==> src/rtl/subtractor_pkg.sv <==
// Shared types and defaults for the digit-serial subtractor.
package subtractor_pkg;

  localparam int unsigned DEFAULT_WIDTH = 8;
  localparam int unsigned DEFAULT_DIGIT = 1;

  typedef enum logic [1:0] {
    StIdle = 2'd0,
    StRun  = 2'd1,
    StDone = 2'd2
  } state_e;

endpackage

==> src/rtl/subtractor_serial_sub_digit.sv <==
// Combinational DIGIT-wide slice subtractor: d = x - y - bin, bout = borrow-out.
module sub_digit #(
  parameter int unsigned DIGIT = 1
) (
  input  logic [DIGIT-1:0] x,
  input  logic [DIGIT-1:0] y,
  input  logic             bin,
  output logic [DIGIT-1:0] d,
  output logic             bout
);

  logic [DIGIT:0] w_diff;

  // One extra bit catches the borrow as the wrap of a negative difference.
  assign w_diff = {1'b0, x} - {1'b0, y} - {{DIGIT{1'b0}}, bin};
  assign d      = w_diff[DIGIT-1:0];
  assign bout   = w_diff[DIGIT];

endmodule

==> src/rtl/subtractor_serial.sv <==
// Digit-serial subtractor, LSB slice first, N = WIDTH/DIGIT cycles per operation.
// Define SUBTRACTOR_SERIAL_ADD_EN to add the op port (op=1 selects a+b).
module subtractor_serial
  import subtractor_pkg::*;
#(
  parameter int unsigned WIDTH = DEFAULT_WIDTH,
  parameter int unsigned DIGIT = DEFAULT_DIGIT
) (
  input  logic             clk,
  input  logic             rst_n,
  input  logic             start,
  input  logic [WIDTH-1:0] a,
  input  logic [WIDTH-1:0] b,
`ifdef SUBTRACTOR_SERIAL_ADD_EN
  input  logic             op,
`endif
  output logic             busy,
  output logic             done,
  output logic [WIDTH:0]   s
);

  localparam int unsigned N    = WIDTH / DIGIT;
  localparam int unsigned CntW = $clog2(N + 1);
  localparam logic [CntW-1:0] CntLoad = CntW'(N);

  if ((WIDTH % DIGIT) != 0) begin : g_bad_digit
    $error("subtractor_serial: WIDTH must be a multiple of DIGIT");
  end

  state_e            r_state;
  state_e            w_state_d;
  logic [WIDTH-1:0]  r_a;
  logic [WIDTH-1:0]  r_b;
  logic [WIDTH-1:0]  r_acc;
  logic              r_chain;
  logic [CntW-1:0]   r_cnt;

  logic              w_accept;
  logic              w_op;
  logic [DIGIT-1:0]  w_y;
  logic              w_bin;
  logic [DIGIT-1:0]  w_d;
  logic              w_bout;
  logic              w_chain_d;
  logic [WIDTH-1:0]  w_acc_d;

  // ---------------------------------------------------------------------------
  // Optional add mode
  // ---------------------------------------------------------------------------
`ifdef SUBTRACTOR_SERIAL_ADD_EN
  logic r_op;

  always_ff @(posedge clk or negedge rst_n) begin
    if (!rst_n) begin
      r_op <= 1'b0;
    end else if (w_accept) begin
      r_op <= op;
    end
  end

  assign w_op = r_op;
`else
  assign w_op = 1'b0;
`endif

  // ---------------------------------------------------------------------------
  // FSM
  // ---------------------------------------------------------------------------
  assign w_accept = start && (r_state != StRun);

  always_ff @(posedge clk or negedge rst_n) begin
    if (!rst_n) begin
      r_state <= StIdle;
    end else begin
      r_state <= w_state_d;
    end
  end

  always_comb begin
    w_state_d = r_state;
    busy      = 1'b0;
    done      = 1'b0;
    unique case (r_state)
      StIdle: begin
        if (start) w_state_d = StRun;
      end
      StRun: begin
        busy = 1'b1;
        if (r_cnt == CntW'(1)) w_state_d = StDone;
      end
      StDone: begin
        done      = 1'b1;
        w_state_d = start ? StRun : StIdle;
      end
      default: w_state_d = StIdle;
    endcase
  end

  // ---------------------------------------------------------------------------
  // Datapath
  // ---------------------------------------------------------------------------
  // Add reuses the subtractor: x + y + c == x - ~y - ~c, with carry == ~borrow.
  assign w_y       = w_op ? ~r_b[DIGIT-1:0] : r_b[DIGIT-1:0];
  assign w_bin     = w_op ? ~r_chain : r_chain;
  assign w_chain_d = w_op ? ~w_bout : w_bout;

  sub_digit #(
    .DIGIT (DIGIT)
  ) u_sub_digit (
    .x    (r_a[DIGIT-1:0]),
    .y    (w_y),
    .bin  (w_bin),
    .d    (w_d),
    .bout (w_bout)
  );

  // Slice results enter at the top so the first (LSB) slice ends at bit 0.
  if (DIGIT < WIDTH) begin : g_shift
    assign w_acc_d = {w_d, r_acc[WIDTH-1:DIGIT]};
  end else begin : g_single
    assign w_acc_d = w_d;
  end

  always_ff @(posedge clk or negedge rst_n) begin
    if (!rst_n) begin
      r_a     <= '0;
      r_b     <= '0;
      r_acc   <= '0;
      r_chain <= 1'b0;
      r_cnt   <= '0;
    end else if (w_accept) begin
      r_a     <= a;
      r_b     <= b;
      r_acc   <= '0;
      r_chain <= 1'b0;
      r_cnt   <= CntLoad;
    end else if (r_state == StRun) begin
      r_a     <= r_a >> DIGIT;
      r_b     <= r_b >> DIGIT;
      r_acc   <= w_acc_d;
      r_chain <= w_chain_d;
      r_cnt   <= r_cnt - CntW'(1);
    end
  end

  assign s = {r_chain, r_acc};

endmodule
==> config.mk <==
export PLATFORM = sky130hd
export DESIGN_NAME = subtractor_serial
export DESIGN_NICKNAME = d
export VERILOG_FILES = /design/src/rtl/subtractor_pkg.sv /design/src/rtl/subtractor_serial_sub_digit.sv /design/src/rtl/subtractor_serial.sv
export SDC_FILE = /design/constraint.sdc
export NUM_CORES = 1
export LEC_CHECK = 0
export CORE_ASPECT_RATIO = 2
export CORE_MARGIN = 2
export CORE_UTILIZATION = 43
export CTS_BUF_LIST = sky130_fd_sc_hd__clkbuf_8
export DETAILED_ROUTE_END_ITERATION = 10
export PLACE_DENSITY = 0.72
export SETUP_SLACK_MARGIN = 0.3
export SLEW_MARGIN = 10
export SYNTH_ARGS = -nofsm -noshare
export SYNTH_HDL_FRONTEND = slang
export SYNTH_SLANG_ARGS = --single-unit
==> constraint.sdc <==
create_clock -name clk -period 1.1 [get_ports clk]
set_input_delay 0.11 -clock clk [delete_from_list [all_inputs] [get_ports clk]]
set_output_delay 0.11 -clock clk [all_outputs]
set_load 0.005 [all_outputs]
==> metrics.md, run 1 <==
| Metric | Value |
|---|---|
| Status | finished with violations |
| Failing checks | negative setup slack |
| Peak VDD IR | approximately 0.0021 V |
| Worst-path clk slew | roughly 0.060 ns |
| Critical Path Fanout Max | 3 |
| Vias | approximately 1200 |
| Finished Layout Cells | between 200 and 250 |
| Post-Synth Adder-Cell Area | approximately 3.2% |
| Slew Limit Fails | 0 |
| Largest net degree at the start of global routing | 32 |
| Share of cells above drive strength 1 | 39.9% |
| Unrepaired setup endpoints after global routing | yes |
| # IOs | 30 |
| Crit Path Class | reg2reg |
| Largest family of logic cells by synthesized area | simple AND/OR/NAND/NOR gates |
| Post-synthesis sequential area ratio | a little over half |
| Clock Tree Root | clkbuf_8 |
| DR DRC count | 0 |
| Initial antenna violation count | 0 |
| Setup TNS Final | -0.958 ns |
| Post-Syn Instances | approximately 140 |
| Share of the synthesized area in the top cell type | a little over half |
| Placed cell count | slightly below 200 |
| Post-Syn Area per Cell | 10.2 um2 |
| Area leader, netlist | dfrtp_1 |
| Routed Antenna Nets | 0 |
| Mux cell area share after synthesis | approximately an eighth |
| ANT cells | 0 |
| Core area | 3160 um2 |
| Cts bufs inserted | 5 |
| Total gr overflow | 0 |
| Critical Path RT | approximately 1.3 ns |
| Total power | 5.81 mW |
| Number of synthesized register bits | 31 |
| Die Ht | 85.3 um |
| Simple-Gate Fraction of Synth Area | 13.5% |
| Die area | around 3800 um2 |
| Clock buffer depth | 2 |
| Worst hold slack | between 0.15 and 0.2 ns |
| Layout area overhead | 53.0% |
| Startpoint Class | register |
| Wire per inst | about 15 um |
| Final core utilization | between 60 and 70% |
| Fin. Hold Viols | 0 |
| Pwr dens | ~2700 nW/um2 |
| Overall Global Routing Usage | between 10% and 20% |
| Nets | ~210 |
| Dpl ws | -0.193 ns |
| Final worst path period share | 109% |
| Clk_skew | 0.00518 ns |
| Port bufs | 29 |
| Setup violations, final | 20 |
| Max cap viols | 0 |
| Drt via density | around 5.2 |
| Crit. End Element | register |
| Routability cong. | between 0.7 and 0.8 |
| Fmax | between 800 and 900 MHz |
| Hold Path Class | in2async |
| Synth cell types | 22 |
| Final WL | 3280 um |
| Slew headroom | between 70% and 80% |
| Compound-Gate Fraction of Synth Area | roughly 9.2% |
| Vias in the first global route | 1134 |
| Syn Std Cell Area | between 1000 and 1500 um2 |
| Worst Path Arrival | 1.41 ns |
| Ranking of synthesized cells by area | dfrtp_1 55%, mux2i_1 12%, o21ai_0 8.8%, nand2_1 8.2%, ha_1 1.8% |
| Hold buffer count at cts | 0 |
| Clk_lat worst skew | approximately 0.28 ns |
| Final worst slack | -0.101 ns |
| H-Tree Depth | 2 |
| Tmin final | about 1.2 ns |
| Clock sink count | 31 |
| Fillers | 230 |
| Synth Net Count | ~160 |
| CTS tree | built |
| First-pass GRT wire length | 5140 um |
| Dpl hpwl | between 1500 and 2000 um |
| Pleak | 1.05 nW |
| Initial Util | between 40% and 50% |
| Post-layout instance area | approximately 2200 um2 |
| Slew @ Worst Pin | around 0.43 ns |
| Num rows | 29 |
| Placed cell areas | between 1500 and 2000 um2 |
| Die boundary width | between 40 and 50 um |
| Yosys Warn Count | 0 |
| DR iter-0 viols | 11 |
| XOR/XNOR Fraction of Synth Area | 0% |
| DR pass1 iterations | 4 |
[worst paths after layout]
kind	startpoint	endpoint	slack, ns	cells after the start
setup / recovery	r_state[0]	r_cnt[2]	-0.10	5
hold / removal	rst_n	r_acc[0]	0.19	2
setup reg to reg	r_state[0]	r_cnt[2]	-0.10	5
hold reg to reg	r_a[3]	r_a[2]	0.50	2
max in group asynchronous	rst_n	r_cnt[3]	0.73	2
min in group clk	b[5]	r_b[5]	0.46	3
[repair_timing]
action | 4_1_cts | 5_1_grt
buffers inserted | 10 | 6
cloned | 1 | 1
resized for setup | 76 | 26
setup endpoints to repair | 42 | 42
pin swaps | 1 | 5
[cell usage in the layout (no fill, tap or decap), types with 4 or more instances in the layout]
cell type	count
nand2_1	25
nand2_4	4
mux2i_1	17
clkdlybuf4s50_1	18
clkbuf_8	7
o21ai_1	9
o21ai_2	7
buf_6	6
o21ai_0	9
dfrtp_1	31
buf_4	16
buf_2	10
[routing by layer]
layer | share of wire, % | wire length (um) | GRT usage (%)
met5 | 0 | 0 | 0
met4 | 2.0 | 65 | 9.92
met3 | 3.1 | 102 | 5.11
met2 | 55 | 1800 | 29.6
met1 | 40 | 1310 | 22.0
[worst max-delay path, cell delays in order, from the launching register on]
cell and delay (ns):
dfrtp_1 0.39, buf_6 0.12, nand2b_4 0.08, buf_6 0.11, mux2_4 0.29, mux2i_1 0.13
[Yosys cell counts]
| library cell | number |
|---|---|
| ha_1 | 2 |
| clkbuf_2 | 1 |
| o22ai_1 | 1 |
| and2_1 | 1 |
| buf_2 | 4 |
| nor3_1 | 4 |
| nand2_1 | 31 |
| fa_1 | 1 |
| buf_4 | 3 |
| nor2b_1 | 1 |
| mux2_4 | 1 |
| nand2b_1 | 1 |
| dfrtp_1 | 31 |
| inv_1 | 5 |
| mux2i_1 | 17 |
| nor3b_1 | 1 |
| buf_6 | 2 |
| inv_2 | 1 |
| o21ai_0 | 25 |
| nor2_1 | 2 |
| nand3_1 | 3 |
| and3_1 | 1 |
[registers in the layout, summed over array words and instances, names as in the netlist]
name / count
r_a: 8
r_acc: 8
r_b: 8
r_cnt: 4
r_state: 2
r_chain: 1
[layout make-up]
| cell class | instances | area [um2] | share of cell area (%) |
|---|---|---|---|
| Timing Repair Buffer | 56 | 546 | 25.1 |
| Inverter | 6 | 25.0 | 1.15 |
| Multi-Input combinational cell | 92 | 689 | 31.7 |
| Clock inverter | 1 | 3.75 | 0.173 |
| Clock buffer | 7 | 96.3 | 4.43 |
| Sequential cell | 31 | 776 | 35.7 |
| Tap cell | 31 | 38.8 | 1.78 |
[kinds of logic after synthesis]
kind of cell / after synthesis
AO/OA/AOI/OAI: 26
AND/OR/NAND/NOR: 45
buffers and inverters: 16
adder cells (fa/ha/maj): 3
multiplexers: 18
flip-flops: 31
[power breakdown]
part	internal, mW	switching [mW]	leakage [nW]
clock	0.561	0.412	0.0557
sequential	1.62	0.362	0.397
combinational	1.55	1.30	0.602
Note: power is estimated with default switching activity, not from simulation.
==> run 2: changes to the inputs <==
- clock period: 1.1 -> 0.97 ns (I/O delays scaled with it)
==> metrics.md, run 2 (synthesis gave the netlist of run 1 again) <==
| Metric | Value |
|---|---|
| DR pass1 iterations | 4 |
| # IOs | 30 |
| Highest metal used | met4 |
| Biggest regs | r_a x8, r_acc x8, r_b x8 |
| Vias | ~1200 |
| Slew headroom | around three quarters |
| Critical Path Fanout Max | 6 |
| Total gr overflow | 0 |
| Worst Path Arrival | between 1 and 1.5 ns |
| Unrepaired setup endpoints after global routing | yes |
| Die boundary width | 44.7 um |
| Status | finished with violations |
| Port bufs | 29 |
| Final WL | 3250 um |
| Num rows | 29 |
| Share of cells above drive strength 1 | around 35% |
| H-Tree Depth | 2 |
| R2r setup slk | -0.22 ns |
| Nets | roughly 220 |
| Met3 wire length | 106 um |
| Tmin final | around 1.2 ns |
| Dpl hpwl | approximately 2100 um |
| Drt via density | about 5.2 |
| Clock sink count | 31 |
| WL met2 | between 1500 and 2000 um |
| Startpoint Class | register |
| Crit. End Element | register |
| Max incr delay on CP | a little under 0.4 ns |
| Initial antenna violation count | 0 |
| Vias in the first global route | around 1200 |
| CP delay by family, top | buffers and inverters |
| Crit Path Class | reg2reg |
| CTS tree | built |
| Fmax | roughly 840 MHz |
| Buffers plus inverters on the worst setup path | 4 |
| Clk_lat worst skew | between 0.2 and 0.3 ns |
| Layout area overhead | 49.1% |
| Peak VDD IR | 0.00180 V |
| Worst-path cell chain | buf_6 -> nand2b_4 -> inv_2 -> buf_6 -> buf_12 -> nor3_4 -> nor3_2 |
| Core area | between 3000 and 4000 um2 |
| Final worst slack | -0.220 ns |
| CP Depth | 7 |
| Overall Global Routing Usage | roughly 20% |
| ANT cells | 0 |
| Failing checks | negative setup slack |
| DR iter-0 viols | 19 |
| Setup violations, final | 34 |
| FF+latch area | roughly 780 um2 |
| Routability cong. | roughly 0.73 |
| Critical Path RT | around 1.1 ns |
| Multi-input logic area | 633 um2 |
| Cts bufs inserted | 5 |
| Hold Path Class | in2async |
| Max cap viols | 0 |
| Pwr dens | around 3000 nW/um2 |
| Reg-to-Reg Start | r_state[0] |
| Fin. Hold Viols | 0 |
| Largest net degree at the start of global routing | 32 |
| Worst-path clk slew | 0.07 ns |
| Reg2Reg Depth | 7 |
| Clock buffer depth | 2 |
| Leading cell types in the layout, fill and taps excluded | 31 x dfrtp_1, 26 x nand2_1, 20 x buf_4, 18 x clkdlybuf4s50_1, 17 x mux2i_1 |
| Clk_skew | between 0.006 and 0.007 ns |
| Clock Tree Root | clkbuf_8 |
| Dpl ws | -0.331 ns |
| Hold buffer count at cts | 0 |
| Final worst path period share | 123% |
| Wire per inst | approximately 14 um |
| Die Ht | ~85 um |
| Placed cell areas | between 1500 and 2000 um2 |
| Final core utilization | 67.1% |
| Pleak | roughly 1.0 nW |
| DR DRC count | 0 |
| CP dominant cell by count | buf_6 |
| Worst path slowest cell | dfrtp_1 |
| First-pass GRT wire length | approximately 5500 um |
| Fillers | 260 |
| Worst hold slack | around 0.17 ns |
| Reg-to-Reg End | r_cnt[3] |
| Initial Util | 45.0% |
| Met1 wire length | 1240 um |
| Die area | between 3000 and 4000 um2 |
| Commonest non-fill, non-tap cell in the layout | dfrtp_1 |
| Routed Antenna Nets | 0 |
| Slew @ Worst Pin | between 0.3 and 0.4 ns |
| Post-layout instance area | between 2000 and 2500 um2 |
| Slew Limit Fails | 0 |
run 2: changes by cell type in the layout (fill, tap and decap cells not counted), moves of 2 or more:
cell	change
o21ai_1	+2
nand2_2	+3
nand3_1	+3
o21ai_2	-2
nand2_4	-4
buf_4	+4
nand3_2	-3
run 2: worst reg2reg max path: cells and delay by family (launching register included):
kind / cells / cell delay, ns
AND/OR/NAND/NOR: 3 / 0.24
flip-flops: 1 / 0.39
buffers and inverters: 4 / 0.44
run 2: stage by stage:
step	std cells	power, mW	TNS (ns)
CTS	225	6.18	-4.06
global placement	208	4.48	-7.57
global route	226	6.87	-6.46
floorplan	139	3.53	-2.12
detailed placement	208	4.62	-8.71
finish	226	6.37	-4.28
run 2: how the worst max path moves through the flow:
stage          startpoint  endpoint  slack, ns
6_report       r_state[0]  r_cnt[3]      -0.22
5_1_grt        r_state[0]  r_cnt[2]      -0.27
4_1_cts        r_state[0]  r_cnt[2]      -0.20
3_5_place_dp        start    r_b[5]      -0.33
3_3_place_gp        start    r_b[5]      -0.26
2_1_floorplan  r_state[1]  r_cnt[2]      -0.11
run 2: timing repair:
action / in CTS / in global routing
pin swaps: 1 / 1
endpoints found under the setup margin: 42 / 42
resized for setup: 72 / 12
gates cloned: 1 / 1
setup buffers: 8 / 0
hold endpoints to repair: 0 / 0
run 2: power breakdown:
part,leakage (nW),total (mW),switching (mW),internal [mW]
Combinational,0.581,3.06,1.37,1.70
Clock,0.0557,1.12,0.480,0.636
Sequential,0.397,2.19,0.348,1.84
run 2: area by class of cell:
type / count / share of cell area, %
timing repair buffer: 58 / 25.9
clock inverter: 1 / 0.177
sequential: 31 / 36.6
tap: 31 / 1.83
inverter: 6 / 1.06
multi-input combinational: 92 / 29.9
clock buffer: 7 / 4.55
run 2: routing by layer:
layer / vias up / GRT usage (%)
met4: 0 / 9.92
li1: 568 / -
met1: 572 / 22.5
met2: 25 / 33.2
met3: 11 / 5.53
met5: - / 0
==> run 3: changes to the inputs <==
- RECOVER_POWER: not set -> 100
==> metrics.md, run 3 (synthesis gave the netlist of run 1 again) <==
| Metric | Value |
|---|---|
| Routability cong. | ~0.73 |
| M2 GR Usage | 33.2% |
| Slew @ Worst Pin | around 0.7 ns |
| Total gr overflow | 0 |
| Setup violations, final | 34 |
| Reg2Reg Depth | 7 |
| Final worst slack | -0.222 ns |
| CP delay by family, top | buffers and inverters |
| Failing checks | negative setup slack |
| Slew headroom | 53.8% |
| Buffers plus inverters on the worst setup path | 4 |
| Placed cell areas | ~1900 um2 |
| Port bufs | 29 |
| Drt via density | 5.20 |
| Worst Path Arrival | roughly 1.4 ns |
| Crit Path Class | reg2reg |
| Dpl ws | -0.331 ns |
| Wire per inst | approximately 14 um |
| DR DRC count | 0 |
| Startpoint Class | register |
| ANT cells | 0 |
| Worst hold slack | about 0.32 ns |
| Nets | about 220 |
| Clk_lat worst skew | roughly 0.29 ns |
| Pleak | a little over 1 nW |
| Core area | roughly 3200 um2 |
| Switching pwr | around 2.2 mW |
| Share of cells above drive strength 1 | 33.3% |
| Routed Antenna Nets | 0 |
| Post-layout instance area | about 2100 um2 |
| Reg-to-Reg Start | r_state[0] |
| Clk_skew | around 0.0056 ns |
| Slew Limit Fails | 0 |
| Hold buffer count at cts | 0 |
| M3 GR Usage | 5.53% |
| Max incr delay on CP | between 0.3 and 0.4 ns |
| First-pass GRT wire length | 5550 um |
| Clock buffer depth | 2 |
| GRT busiest layer | met2 |
| Placed cell count | ~210 |
| Gate power share | between 40% and 50% |
| Overall Global Routing Usage | roughly a fifth |
| Final worst path period share | 123% |
| Fmax | 839 MHz |
| Reg-to-Reg End | r_cnt[3] |
| Cts bufs inserted | 5 |
| DR iter-0 viols | 19 |
| Part of the power in registers | around a third |
| Peak VDD IR | roughly 0.0018 V |
| Max cap viols | 0 |
| Clock Tree Root | clkbuf_8 |
| Worst-path cell chain | buf_6 -> nand2b_4 -> inv_2 -> buf_6 -> buf_12 -> nor3_4 -> nor3_2 |
| Fin. Hold Viols | 0 |
| Largest net degree at the start of global routing | 32 |
| Clock sink count | 31 |
| Leading cell types in the layout, fill and taps excluded | 31 x dfrtp_1, 26 x nand2_1, 20 x buf_4, 18 x clkdlybuf4s50_1, 17 x mux2i_1 |
| CP dominant cell by count | buf_6 |
| Biggest regs | r_a x8, r_acc x8, r_b x8 |
| R2r setup slk | -0.22 ns |
| Pwr dens | ~3000 nW/um2 |
| Die boundary width | roughly 45 um |
| Layout area overhead | 47.7% |
| Critical Path RT | approximately 1.1 ns |
| # IOs | 30 |
| Final WL | around 3300 um |
| Sw frac | about 35% |
| Worst-path clk slew | 0.07 ns |
| Final core utilization | about two thirds |
| Vias in the first global route | 1204 |
| CP Launch Point | r_state[0] |
| Fillers | 266 |
| H-Tree Depth | 2 |
| Dpl hpwl | 2120 um |
| Num rows | 29 |
| Unrepaired setup endpoints after global routing | yes |
| M1 GR Usage | between 20% and 30% |
| Tmin final | ~1.2 ns |
| Die Ht | about 85 um |
| Critical Path Fanout Max | 6 |
| Status | finished with violations |
| Clock network fraction of design power | 17.6% |
| DR pass1 iterations | 4 |
| Crit. End Element | register |
| Initial antenna violation count | 0 |
| Vias | 1176 |
| Hold Path Class | in2async |
| Commonest non-fill, non-tap cell in the layout | dfrtp_1 |
| Initial Util | 45.0% |
| Die area | between 3000 and 4000 um2 |
| Int Power | 4.15 mW |
| Finished Layout Cells | ~230 |
| Worst path slowest cell | dfrtp_1 |
| CTS tree | built |
[run 3: cell types whose count changed in the layout (fill, tap and decap cells not counted)]
cell / change
buf_12: -1
buf_2: -4
clkbuf_1: +4
clkbuf_2: +1
[run 3: worst max path at each step]
stage               endpoint  slack (ns)  depth (start not counted)
detailed placement    r_b[5]       -0.33                          4
floorplan           r_cnt[2]       -0.11                          4
CTS                 r_cnt[2]       -0.20                          5
global route        r_cnt[2]       -0.27                          5
global placement      r_b[5]       -0.26                          4
finish              r_cnt[3]       -0.22                          7
[run 3: timing repair]
item	4_1_cts	5_1_grt
pin swaps	1	1
setup endpoints to repair	42	42
endpoints found under the hold margin	0	0
gates resized for setup	72	12
setup buffers	8	0
cloned	1	1
[run 3: layout make-up]
class / count / area [um2] / share of cell area [%]
Sequential cell: 31 / 776 / 36.9
Multi-Input combinational cell: 92 / 633 / 30.2
Timing Repair Buffer: 58 / 529 / 25.2
Clock buffer: 7 / 96.3 / 4.59
Tap cell: 31 / 38.8 / 1.85
Inverter: 6 / 22.5 / 1.07
Clock inverter: 1 / 3.75 / 0.179
[run 3: per-stage QoR]
stage	setup TNS, ns	power [mW]
6_report	-4.28	6.34
5_1_grt	-6.46	6.85
4_1_cts	-4.06	6.18
3_5_place_dp	-8.71	4.62
3_3_place_gp	-7.57	4.48
2_1_floorplan	-2.12	3.53
[run 3: routing by layer]
layer  vias to the layer above  wire length [um]
met5                         -                 0
met4                         0                95
met3                        10               103
met2                        23              1820
met1                       576              1230
li1                        567                 -
[run 3: power groups by stage]
stage               combinational [mW]  clock (mW)  sequential, mW
floorplan                         1.37           0            2.17
global placement                  2.32           0            2.16
detailed placement                2.43           0            2.20
CTS                               2.88        1.12            2.17
global route                      3.40        1.20            2.25
finish                            3.04        1.11            2.19
